==> config.mk <==
export PLATFORM = sky130hd
export DESIGN_NAME = axil_master_bridge
export DESIGN_NICKNAME = d
export VERILOG_FILES = /design/src/rtl/axil_pkg.sv /design/src/rtl/axil_master_bridge.sv
export SDC_FILE = /design/constraint.sdc
export NUM_CORES = 1
export LEC_CHECK = 0
export CAP_MARGIN = 40
export CELL_PAD_IN_SITES_DETAIL_PLACEMENT = 0
export CELL_PAD_IN_SITES_GLOBAL_PLACEMENT = 1
export CORE_MARGIN = 1.5
export CORE_UTILIZATION = 29
export DETAILED_ROUTE_END_ITERATION = 10
export PLACE_DENSITY = 0.93
export SLEW_MARGIN = 20
export SYNTH_ARGS = -nofsm -noshare
export SYNTH_HDL_FRONTEND = slang
export SYNTH_SLANG_ARGS = --single-unit
export TNS_END_PERCENT = 20
==> constraint.sdc <==
create_clock -name aclk -period 3.3 [get_ports aclk]
set_input_delay 0.66 -clock aclk [delete_from_list [all_inputs] [get_ports aclk]]
set_output_delay 0.66 -clock aclk [all_outputs]
set_load 0.05 [all_outputs]
==> src/rtl/axil_pkg.sv <==
// Shared AXI4-Lite definitions: response codes, bridge FSM states, and the
// command/response records also used by the slave-side cosim code.
package axil_pkg;

    localparam logic [1:0] RESP_OKAY   = 2'b00;
    localparam logic [1:0] RESP_EXOKAY = 2'b01;
    localparam logic [1:0] RESP_SLVERR = 2'b10;
    localparam logic [1:0] RESP_DECERR = 2'b11;

    // Records are sized for the widest supported bus; narrower buses use the low bits.
    localparam int AXIL_MAX_ADDR_W = 32;
    localparam int AXIL_MAX_DATA_W = 64;

    typedef enum logic [2:0] {
        ST_IDLE   = 3'd0,
        ST_WRITE  = 3'd1,
        ST_WAIT_B = 3'd2,
        ST_READ   = 3'd3,
        ST_WAIT_R = 3'd4,
        ST_RESP   = 3'd5
    } axil_state_e;

    typedef struct packed {
        logic                         we;
        logic [AXIL_MAX_ADDR_W-1:0]   addr;
        logic [AXIL_MAX_DATA_W-1:0]   data;
        logic [AXIL_MAX_DATA_W/8-1:0] wstrb;
    } axil_cmd_t;

    typedef struct packed {
        logic                       we;
        logic [AXIL_MAX_DATA_W-1:0] data;
        logic [1:0]                 code;
    } axil_resp_t;

endpackage

==> src/rtl/axil_master_bridge.sv <==
// AXI4-Lite initiator: one command in, one AXI-Lite transaction out, one response back.
// Handshakes: a beat transfers on a rising edge where valid & ready are both high; valid never drops before that.
module axil_master_bridge
    import axil_pkg::*;
#(
    parameter int C_M_AXI_DATA_WIDTH = 32,
    parameter int C_M_AXI_ADDR_WIDTH = 10
) (
    input  logic                            aclk,
    input  logic                            areset,

    input  logic                            cmd_v_i,
    output logic                            cmd_ready_o,
    input  logic                            cmd_we_i,
    input  logic [C_M_AXI_ADDR_WIDTH-1:0]   cmd_addr_i,
    input  logic [C_M_AXI_DATA_WIDTH-1:0]   cmd_data_i,
    input  logic [C_M_AXI_DATA_WIDTH/8-1:0] cmd_wstrb_i,

    output logic                            resp_v_o,
    input  logic                            resp_ready_i,
    output logic                            resp_we_o,
    output logic [C_M_AXI_DATA_WIDTH-1:0]   resp_data_o,
    output logic [1:0]                      resp_code_o,

    output logic [C_M_AXI_ADDR_WIDTH-1:0]   m00_axi_awaddr,
    output logic [2:0]                      m00_axi_awprot,
    output logic                            m00_axi_awvalid,
    input  logic                            m00_axi_awready,
    output logic [C_M_AXI_DATA_WIDTH-1:0]   m00_axi_wdata,
    output logic [C_M_AXI_DATA_WIDTH/8-1:0] m00_axi_wstrb,
    output logic                            m00_axi_wvalid,
    input  logic                            m00_axi_wready,
    input  logic [1:0]                      m00_axi_bresp,
    input  logic                            m00_axi_bvalid,
    output logic                            m00_axi_bready,
    output logic [C_M_AXI_ADDR_WIDTH-1:0]   m00_axi_araddr,
    output logic [2:0]                      m00_axi_arprot,
    output logic                            m00_axi_arvalid,
    input  logic                            m00_axi_arready,
    input  logic [C_M_AXI_DATA_WIDTH-1:0]   m00_axi_rdata,
    input  logic [1:0]                      m00_axi_rresp,
    input  logic                            m00_axi_rvalid,
    output logic                            m00_axi_rready,

    output logic [2:0]                      dbg_state
);

    axil_state_e                     state;
    logic                            aw_done;
    logic                            w_done;
    logic                            we_q;
    logic [C_M_AXI_ADDR_WIDTH-1:0]   addr_q;
    logic [C_M_AXI_DATA_WIDTH-1:0]   data_q;
    logic [C_M_AXI_DATA_WIDTH/8-1:0] wstrb_q;

    logic aw_hs;
    logic w_hs;

    assign aw_hs = m00_axi_awvalid & m00_axi_awready;
    assign w_hs  = m00_axi_wvalid & m00_axi_wready;

    // Payload comes straight from the command registers, so it cannot move while a valid is up.
    assign m00_axi_awaddr = addr_q;
    assign m00_axi_araddr = addr_q;
    assign m00_axi_wdata  = data_q;
    assign m00_axi_wstrb  = wstrb_q;
    assign m00_axi_awprot = 3'b000;
    assign m00_axi_arprot = 3'b000;
    assign dbg_state      = state;

    always_ff @(posedge aclk) begin
        if (areset) begin
            state           <= ST_IDLE;
            cmd_ready_o     <= 1'b1;
            resp_v_o        <= 1'b0;
            resp_we_o       <= 1'b0;
            resp_data_o     <= '0;
            resp_code_o     <= RESP_OKAY;
            m00_axi_awvalid <= 1'b0;
            m00_axi_wvalid  <= 1'b0;
            m00_axi_bready  <= 1'b0;
            m00_axi_arvalid <= 1'b0;
            m00_axi_rready  <= 1'b0;
            aw_done         <= 1'b0;
            w_done          <= 1'b0;
            we_q            <= 1'b0;
            addr_q          <= '0;
            data_q          <= '0;
            wstrb_q         <= '0;
        end else begin
            case (state)
                ST_IDLE: begin
                    if (cmd_v_i) begin
                        addr_q      <= cmd_addr_i;
                        data_q      <= cmd_data_i;
                        wstrb_q     <= cmd_wstrb_i;
                        we_q        <= cmd_we_i;
                        cmd_ready_o <= 1'b0;
                        if (cmd_we_i) begin
                            m00_axi_awvalid <= 1'b1;
                            m00_axi_wvalid  <= 1'b1;
                            state           <= ST_WRITE;
                        end else begin
                            m00_axi_arvalid <= 1'b1;
                            state           <= ST_READ;
                        end
                    end
                end

                ST_WRITE: begin
                    if (aw_hs) begin
                        m00_axi_awvalid <= 1'b0;
                        aw_done         <= 1'b1;
                    end
                    if (w_hs) begin
                        m00_axi_wvalid <= 1'b0;
                        w_done         <= 1'b1;
                    end
                    // A handshake landing this cycle counts as done already.
                    if ((aw_done || aw_hs) && (w_done || w_hs)) begin
                        aw_done        <= 1'b0;
                        w_done         <= 1'b0;
                        m00_axi_bready <= 1'b1;
                        state          <= ST_WAIT_B;
                    end
                end

                ST_WAIT_B: begin
                    if (m00_axi_bvalid) begin
                        m00_axi_bready <= 1'b0;
                        resp_code_o    <= m00_axi_bresp;
                        resp_data_o    <= '0;
                        resp_we_o      <= we_q;
                        resp_v_o       <= 1'b1;
                        state          <= ST_RESP;
                    end
                end

                ST_READ: begin
                    if (m00_axi_arready) begin
                        m00_axi_arvalid <= 1'b0;
                        m00_axi_rready  <= 1'b1;
                        state           <= ST_WAIT_R;
                    end
                end

                ST_WAIT_R: begin
                    if (m00_axi_rvalid) begin
                        m00_axi_rready <= 1'b0;
                        resp_code_o    <= m00_axi_rresp;
                        resp_data_o    <= m00_axi_rdata;
                        resp_we_o      <= we_q;
                        resp_v_o       <= 1'b1;
                        state          <= ST_RESP;
                    end
                end

                ST_RESP: begin
                    if (resp_ready_i) begin
                        resp_v_o    <= 1'b0;
                        cmd_ready_o <= 1'b1;
                        state       <= ST_IDLE;
                    end
                end

                default: begin
                    state <= ST_IDLE;
                end
            endcase
        end
    end

endmodule

Yosys cells after proc, flatten, opt, wreduce, memory -nomap -nowiden
Cells that the tools add are included.

word-level totals
  logic and storage cells = 103
  output and inout bits = 107
  flip-flop bits (word level) = 94
  input port bits = 92

cells by class
  bitwise operators = 2
  reductions and logical operators = 25
  equal/unequal tests = 15
  muxes and demuxes = 44

operator list
  cell                                            number
  2-to-1 mux 32 bit                               2
  one-hot mux 32 bit (2 select lines)             1
  2-to-1 mux 1 bit                                22
  inequality test 2 bit (second input constant)   10
  2-to-1 mux 3 bit                                6
  one-hot mux 3 bit (6 select lines)              1
  AND reduction 4 bit                             4
  nonzero test 2 bit                              8
  one-hot mux 1 bit (2 select lines)              7
  AND reduction 3 bit                             4
  == test 3 x 2 -> 1 bit (second input constant)  2
  == test 3 bit (second input constant)           2
  2-to-1 mux 2 bit                                3
  AND reduction 2 bit                             3
  AND reduction 6 bit                             1
  one-hot mux 2 bit (2 select lines)              1
  == test 3 x 1 -> 1 bit (second input constant)  1
  zero test 3 bit                                 1
  one-hot mux 1 bit (3 select lines)              1
  nonzero test 3 bit                              1
  bitwise AND 1 bit                               2
  logical OR 1 bit                                2
  logical AND 1 bit                               1

Depth between registers and ports, before layout
Gate-level depths: netlist of the first run.

  word-level depth = 5
  mapped depth = 6
  depth with buffers taken out = 4

Worst setup path before layout of the first run
OpenSTA, ideal clock, no wires.

  kind = reg2reg
  start = reg state[0] (netlist: dbg_state[0])
  end = reg aw_done
  period minus slack after synthesis = 1802 ps
  setup slack = 1498 ps
  data arrival time = 1724 ps
  data required time = 3222 ps
  setup time = 78 ps
  stages on the path, launching flop included = 5
  buffers on the path = 1
  cell sequence = dfxtp_1 -> buf_2 -> nor3b_1 -> a31oi_1 -> nor3_1

on the way
  cells in the longest elaborated chain, start to end = 2

ends and longest elaborated chain
  item                           RTL line                   source
  from (decl)                    axil_master_bridge.sv:48   axil_state_e state;
  from (signal assigned)         axil_master_bridge.sv:73   state <= ST_IDLE;
  from (signal assigned)         axil_master_bridge.sv:102  state <= ST_WRITE;
  from (signal assigned)         axil_master_bridge.sv:105  state <= ST_READ;
  == test 3 x 1 -> 1 bit         axil_master_bridge.sv:91   case (state)
  AND reduction 2 bit (no line)  n/a
  to (signal assigned)           axil_master_bridge.sv:84   aw_done <= 1'b0;
  to (signal assigned)           axil_master_bridge.sv:113  aw_done <= 1'b1;
  to (signal assigned)           axil_master_bridge.sv:121  aw_done <= 1'b0;
  to (decl)                      axil_master_bridge.sv:49   logic aw_done;

Every way passes these cells.
A chain may end at the register's enable or synchronous reset.

Final worst setup path of the first run
  start = reg state[2] (netlist: dbg_state[2])
  end = out dbg_state[2]

RTL lines
  item       RTL line                  source
  to (decl)  axil_master_bridge.sv:45  output logic [2:0] dbg_state

No word-level cell between the ends.

==> reports/qor.yml, run 1 <==
final_layout_size_suffix_gt1_share_pct: 5.88
cp_num_buf_inv: 1
preCtsSetupSlack_ns: 0.583
vias: 3493
clk_pin_slew_ns: 0.06
grt_pass1_wl_mm: 16.3
fp.dieArea_um2: 13000
setup_ws_ns: 0.726
hp-class: "reg -> reg"
cts_setup_buffers: 0
clock_sinks: 94
cts_buffers: 9
ys_seq_area_share_pct: 52.7
num-fill-cells: 1163
cts_root_buf: "clkbuf_16"
layout_common_cells: "clkdlybuf4s50_1 (191), nand2_1 (99), dfxtp_1 (94)"
rows: 40
drt_wl_total_mm: 10.4
io_pins: 199
routedWlPerCell_um: 14.0
fin_crit_ns: 2.57
detail-route-antenna-nets: 0
layout.nets: 682
whs_path_depth: 2
syn_area_per_cell_um2: 8.52
cpLargestDelayFamily: "buffers and inverters"
ys_ff_latch: 94
via_per_inst: 4.71
worstPathRequired_ns: 2.64
r2r_cells: 5
cp-end-kind: "output pin"
worst_slew_pin_slew_ns: 0.692
cts_resized: 0
dp_hpwl_mm: 7.65
die_w_um: 114
mostFrequentLayoutCell: "clkdlybuf4s50_1"
die_h_um: 114
stdcell_count: 742
start_util_pct: 29.7
cp_max_fo: 17
cts_tree: "done"
overflow: 0
drt_iter0_drc: 246
max_stage_delay_ns: 0.94
insertion_delay_ns: 0.34
postSynthCellCount: 419
drv_cap: 0
worstSetupStartpointType: "register"
place.gp.congestion: 0.785
finalSetupTns_ns: 0
io_buffers: 192
firstDrtPassIters: 5
area_delta_synth_final_pct: 63.1
slew_violations: 0
grt_pass1_vias: 3404
hold_buffers: 0
synth_area_um2: 3570
min_period_over_period_pct: 78.0
worst-path-stages: 1
hold_violations: 0
synth_cell_types: 36
slew_headroom_pct: 53.8
pwr_density_cell_nw_per_um2: 723
p_leak_nw: 2.11
antenna_found_initial: 0
place_inst: 725
grt_setup_unrepaired: "false"
crit_chain: "clkdlybuf4s50_1"
coreArea_um2: 12000
yosysWarnings: 0
crit_type: "reg -> out"
arrival_ns: 1.91
cp_slowest_cell: "clkdlybuf4s50_1"
vdd_drop_max_uv: 226
setup_viol: 0
grt_max_degree: 52
track_usage_pct: 15.8
status: "completed"
clockBufferDepth: 2
htree_levels: 3
finClkSkew_ns: 0.0115
n_antenna_cell: 0
drc_errors: 0
fmax_ghz: 0.389
==> worst reg2reg max path: cells and delay by family, from the launching register on <==
family,cells,cell delay (ns)
AND/OR/NAND/NOR,2,1.02
buffers and inverters,2,0.51
flip-flops,1,0.31
AO/OA/AOI/OAI,1,0.07
==> report_power, final <==
group	switching [mW]	internal, mW
clock	0.427	0.554
sequential	0.109	1.30
combinational	1.18	0.634
==> stage by stage <==
step	power [mW]	utilization [%]	hold slack, ns	area, µm²
floorplan	2.67	-	0.436	3590
global placement	3.24	45.9	0.438	5510
detailed placement	3.27	45.9	0.437	5510
CTS	4.26	48.3	0.447	5800
global route	4.44	48.4	0.485	5820
finish	4.21	48.4	0.443	5820
==> routing by layer <==
metal	vias up	routed length, µm	global-route usage (%)
li1	1735	-	-
met1	1599	4120	17.3
met2	149	5050	27.3
met3	10	1100	6.54
met4	0	140	6.00
met5	-	0	0
==> cells by family after synthesis <==
logic type | share of synthesized area, %
mux | 2.03
buf+inv | 7.40
other cells | 0.105
flops | 52.7
compound gates | 17.9
simple gates | 19.8
==> state kept, by name, indices dropped and copies added (netlist names) <==
register         cells
m00_axi_wdata       32
m00_axi_wstrb        4
m00_axi_araddr      10
m00_axi_rready       1
resp_code_o          2
dbg_state            3
m00_axi_wvalid       1
m00_axi_awvalid      1
resp_v_o             1
w_done               1
aw_done              1
we_q                 1
resp_we_o            1
resp_data_o         32
m00_axi_bready       1
m00_axi_arvalid      1
cmd_ready_o          1
==> Yosys cell counts (all sizes together) <==
| master | instances | share of area [%] |
|---|---|---|
| clkbuf | 17 | 1.8 |
| dfxtp | 94 | 53 |
| a31oi | 4 | 0.70 |
| o31a | 1 | 0.25 |
| mux2 | 2 | 0.63 |
| inv | 1 | 0.11 |
| nor4b | 3 | 0.74 |
| a21bo | 1 | 0.28 |
| and2 | 1 | 0.18 |
| buf | 30 | 5.5 |
| nand2b | 2 | 0.35 |
| a21oi | 53 | 7.4 |
| a311oi | 2 | 0.67 |
| a32oi | 1 | 0.25 |
| and3b | 2 | 0.49 |
| nor3 | 5 | 0.70 |
| or4b | 1 | 0.28 |
| a211oi | 1 | 0.21 |
| a311o | 1 | 0.28 |
| o31ai | 1 | 0.21 |
| a22oi | 33 | 6.9 |
| mux2i | 5 | 1.4 |
| nand2 | 99 | 10 |
| nor2 | 43 | 4.6 |
| nand3 | 2 | 0.28 |
| conb | 1 | 0.11 |
| nor2b | 6 | 1.1 |
| nor3b | 2 | 0.56 |
| nand3b | 1 | 0.21 |
| o21ai | 4 | 0.67 |
==> path summary, 6_finish.rpt <==
check                                  from                             end  slack [ns]
setup / recovery  dbg_state[2]$_SDFFE_PP0P_                    dbg_state[2]        0.73
hold / removal     cmd_ready_o$_SDFFE_PP1P_        cmd_ready_o$_SDFFE_PP1P_        0.44
setup reg to reg  dbg_state[0]$_SDFFE_PP0P_  m00_axi_wdata[22]$_SDFFE_PP0P_        1.27
hold reg to reg    cmd_ready_o$_SDFFE_PP1P_        cmd_ready_o$_SDFFE_PP1P_        0.44
==> layout make-up <==
type,instances,area [µm²],area share (%)
tap,147,184,3.16
clock inverter,4,28.8,0.495
timing repair buffer,202,2020,34.7
sequential,94,1880,32.3
multi-input combinational,282,1450,24.9
clock buffer,12,256,4.41
inverter,1,3.75,0.0645
No activity file was read; power rests on OpenSTA's default activity.
==> inputs of run 2 (changes only) <==
Settings changed: CORE_UTILIZATION 29 to 27, PLACE_DENSITY 0.93 to 0.88.
Clock period 3.3 ns to 2.4 ns, I/O delays scaled along.
==> run 2 against run 1 <==
  * Critical path depth is the same
  * Clock power grew 32%
  * First-iteration DRC count decreased by 16%
  * Register-to-register slack got worse by 0.73 ns
  * Largest cell class unchanged
  * Power up 37%
  * Combinational power up 41%
  * Clock-buffer cell count decreased by 2
==> reports/qor.yml, run 2 (synthesized netlist as in run 1, its figures left out) <==
use_met2_pct: 23.6  # was 27.3%
finalSetupTns_ns: 0  # unchanged
cts_buffers: 9  # unchanged
grt_pass1_wl_mm: 17.0  # was 16.3 mm
drv_cap: 0  # unchanged
io_pins: 199  # unchanged
io_buffers: 192  # unchanged
cp-end-kind: "output pin"  # unchanged
track_usage_pct: 15.3  # was 15.8%
grt.busiest_layer: "met2"  # unchanged
finClkSkew_ns: 0.00446  # was 0.0115 ns
clock_sinks: 94  # unchanged
grt_setup_unrepaired: "false"  # unchanged
min_period_over_period_pct: 87.2
die_h_um: 118  # was 114 µm
htree_levels: 3  # unchanged
worstPathRequired_ns: 1.92  # was 2.64 ns
slew_headroom_pct: 51.2  # was 53.8%
routedWlPerCell_um: 13.6  # was 14.0 µm
crit_type: "reg -> out"  # unchanged
worstSetupStartpointType: "register"  # unchanged
slew_violations: 0  # unchanged
hold_buffers: 0  # unchanged
cts_root_buf: "clkbuf_16"  # unchanged
rr_endpoint: "resp_data_o[10]$_SDFFE_PP0P_"  # was m00_axi_wdata[22]$_SDFFE_PP0P_
insertion_delay_ns: 0.34  # about the same
p_leak_nw: 2.12  # was 2.11 nW
cp_num_buf_inv: 1  # unchanged
p_total_mw: 5.79  # was 4.21 mW
worst_slew_pin_slew_ns: 0.730  # was 0.692 ns
via_per_inst: 4.50  # was 4.71
coreArea_um2: 12800  # was 12,000 µm²
regArea_um2: 1880  # unchanged
num-fill-cells: 1209  # was 1,163
firstDrtPassIters: 5  # unchanged
final_layout_size_suffix_gt1_share_pct: 6.53  # was 5.88%
gr-usage-met3_pct: 7.61  # was 6.54%
status: "completed"  # unchanged
layout_common_cells: "clkdlybuf4s50_1 (189), nand2_1 (99), dfxtp_1 (94)"  # was clkdlybuf4s50_1 (191), nand2_1 (99), dfxtp_1 (94)
layout.nets: 684  # was 682
die_w_um: 118  # was 114 µm
pwr_density_cell_nw_per_um2: 988  # was 723 nW/µm²
detail-route-antenna-nets: 0  # unchanged
cp_slowest_cell: "clkdlybuf4s50_1"  # unchanged
drt_iter0_drc: 206  # was 246
stdcell_count: 769  # was 742
hold_violations: 0  # unchanged
drc_errors: 0  # unchanged
grt_max_degree: 42  # was 52
vias: 3464  # was 3,493
multi_input_area_um2: 1450  # unchanged
cts_tree: "done"  # unchanged
dp_hpwl_mm: 7.54  # was 7.65 mm
rrSetupSlack_ns: 0.54  # was 1.27 ns
antenna_found_initial: 0  # unchanged
arrival_ns: 1.61  # was 1.91 ns
max_stage_delay_ns: 0.86  # was 0.94 ns
fmax_ghz: 0.478
hold_slack_ns: 0.453  # was 0.443 ns
n_antenna_cell: 0  # unchanged
place_inst: 753  # was 725
setup_viol: 0  # unchanged
fin_crit_ns: 2.09
crit_chain: "clkdlybuf4s50_1"  # unchanged
start_util_pct: 27.9  # was 29.7%
drt_wl_total_mm: 10.5  # was 10.4 mm
place.gp.congestion: 0.760  # was 0.785
r2r_cells: 5  # unchanged
mostFrequentLayoutCell: "clkdlybuf4s50_1"  # unchanged
vdd_drop_max_uv: 280  # was 226 µV
use_met1_pct: 18.4  # was 17.3%
grt_pass1_vias: 3424  # was 3,404
cpLargestDelayFamily: "buffers and inverters"  # unchanged
cts_resized: 0  # unchanged
overflow: 0  # unchanged
r2r-start: "dbg_state[2]$_SDFFE_PP0P_"  # was dbg_state[0]$_SDFFE_PP0P_
clockBufferDepth: 2  # unchanged
fp.dieArea_um2: 13900  # was 13,000 µm²
area_delta_synth_final_pct: 64.1  # was 63.1%
holdPathEnd: "m00_axi_wdata[4]$_SDFFE_PP0P_"  # was cmd_ready_o$_SDFFE_PP1P_
whs_path_depth: 2  # unchanged
cts_setup_buffers: 0  # unchanged
worstHoldStart: "m00_axi_wdata[4]$_SDFFE_PP0P_"  # was cmd_ready_o$_SDFFE_PP1P_
clk_pin_slew_ns: 0.06  # about the same
hp-class: "reg -> reg"  # unchanged
rows: 41  # was 40
cp_max_fo: 4  # was 17
## run 2: cell types whose count changed in the layout (fill, tap and decap cells not counted)
cell,before,now
clkbuf_8,2,0
clkinv_4,0,1
inv_6,1,0
buf_4,8,11
clkinv_2,1,3
buf_12,2,3
clkdlybuf4s50_1,191,189
## run 2: layout make-up
cell class              count  share of cell area, %
flip-flops and latches     94                   32.1
well taps                 172                   3.68
clock inverters             6                  0.662
repair buffers            204                   34.8
clock buffers              10                   3.91
multi-input cells         282                   24.7
inverters                   1                 0.0641
## run 2: how the worst max path moves through the flow
stage	startpoint	to	cells after the start
2_1_floorplan	dbg_state[0]$_SDFFE_PP0P_	aw_done$_SDFFE_PP0P_	4
3_3_place_gp	cmd_v_i	m00_axi_wdata[0]$_SDFFE_PP0P_	5
3_5_place_dp	cmd_v_i	m00_axi_araddr[7]$_SDFFE_PP0P_	5
4_1_cts	dbg_state[1]$_SDFFE_PP0P_	dbg_state[1]	1
5_1_grt	dbg_state[1]$_SDFFE_PP0P_	dbg_state[1]	1
6_report	dbg_state[1]$_SDFFE_PP0P_	dbg_state[1]	1
## run 2: routing by layer
layer,wire length [µm],share of wire [%]
met5,0,0
met4,55,0.53
met3,1080,10
met2,4680,45
met1,4660,44
## run 2: power breakdown
group / leakage, nW / internal (mW) / total (mW) / switching (mW)
clock: 0.128 / 0.698 / 1.29 / 0.587
combinational: 1.23 / 0.913 / 2.56 / 1.64
sequential: 0.766 / 1.79 / 1.95 / 0.153
total: 2.12 / 3.41 / 5.79 / 2.38
## run 2: metrics by stage
stage               setup WS, ns  utilization (%)  area [µm²]
global route               0.234             45.8        5860
global placement           0.198             43.7        5590
CTS                        0.281             45.8        5860
floorplan                  0.598                -        3590
detailed placement         0.147             43.7        5590
finish                     0.307             45.8        5860
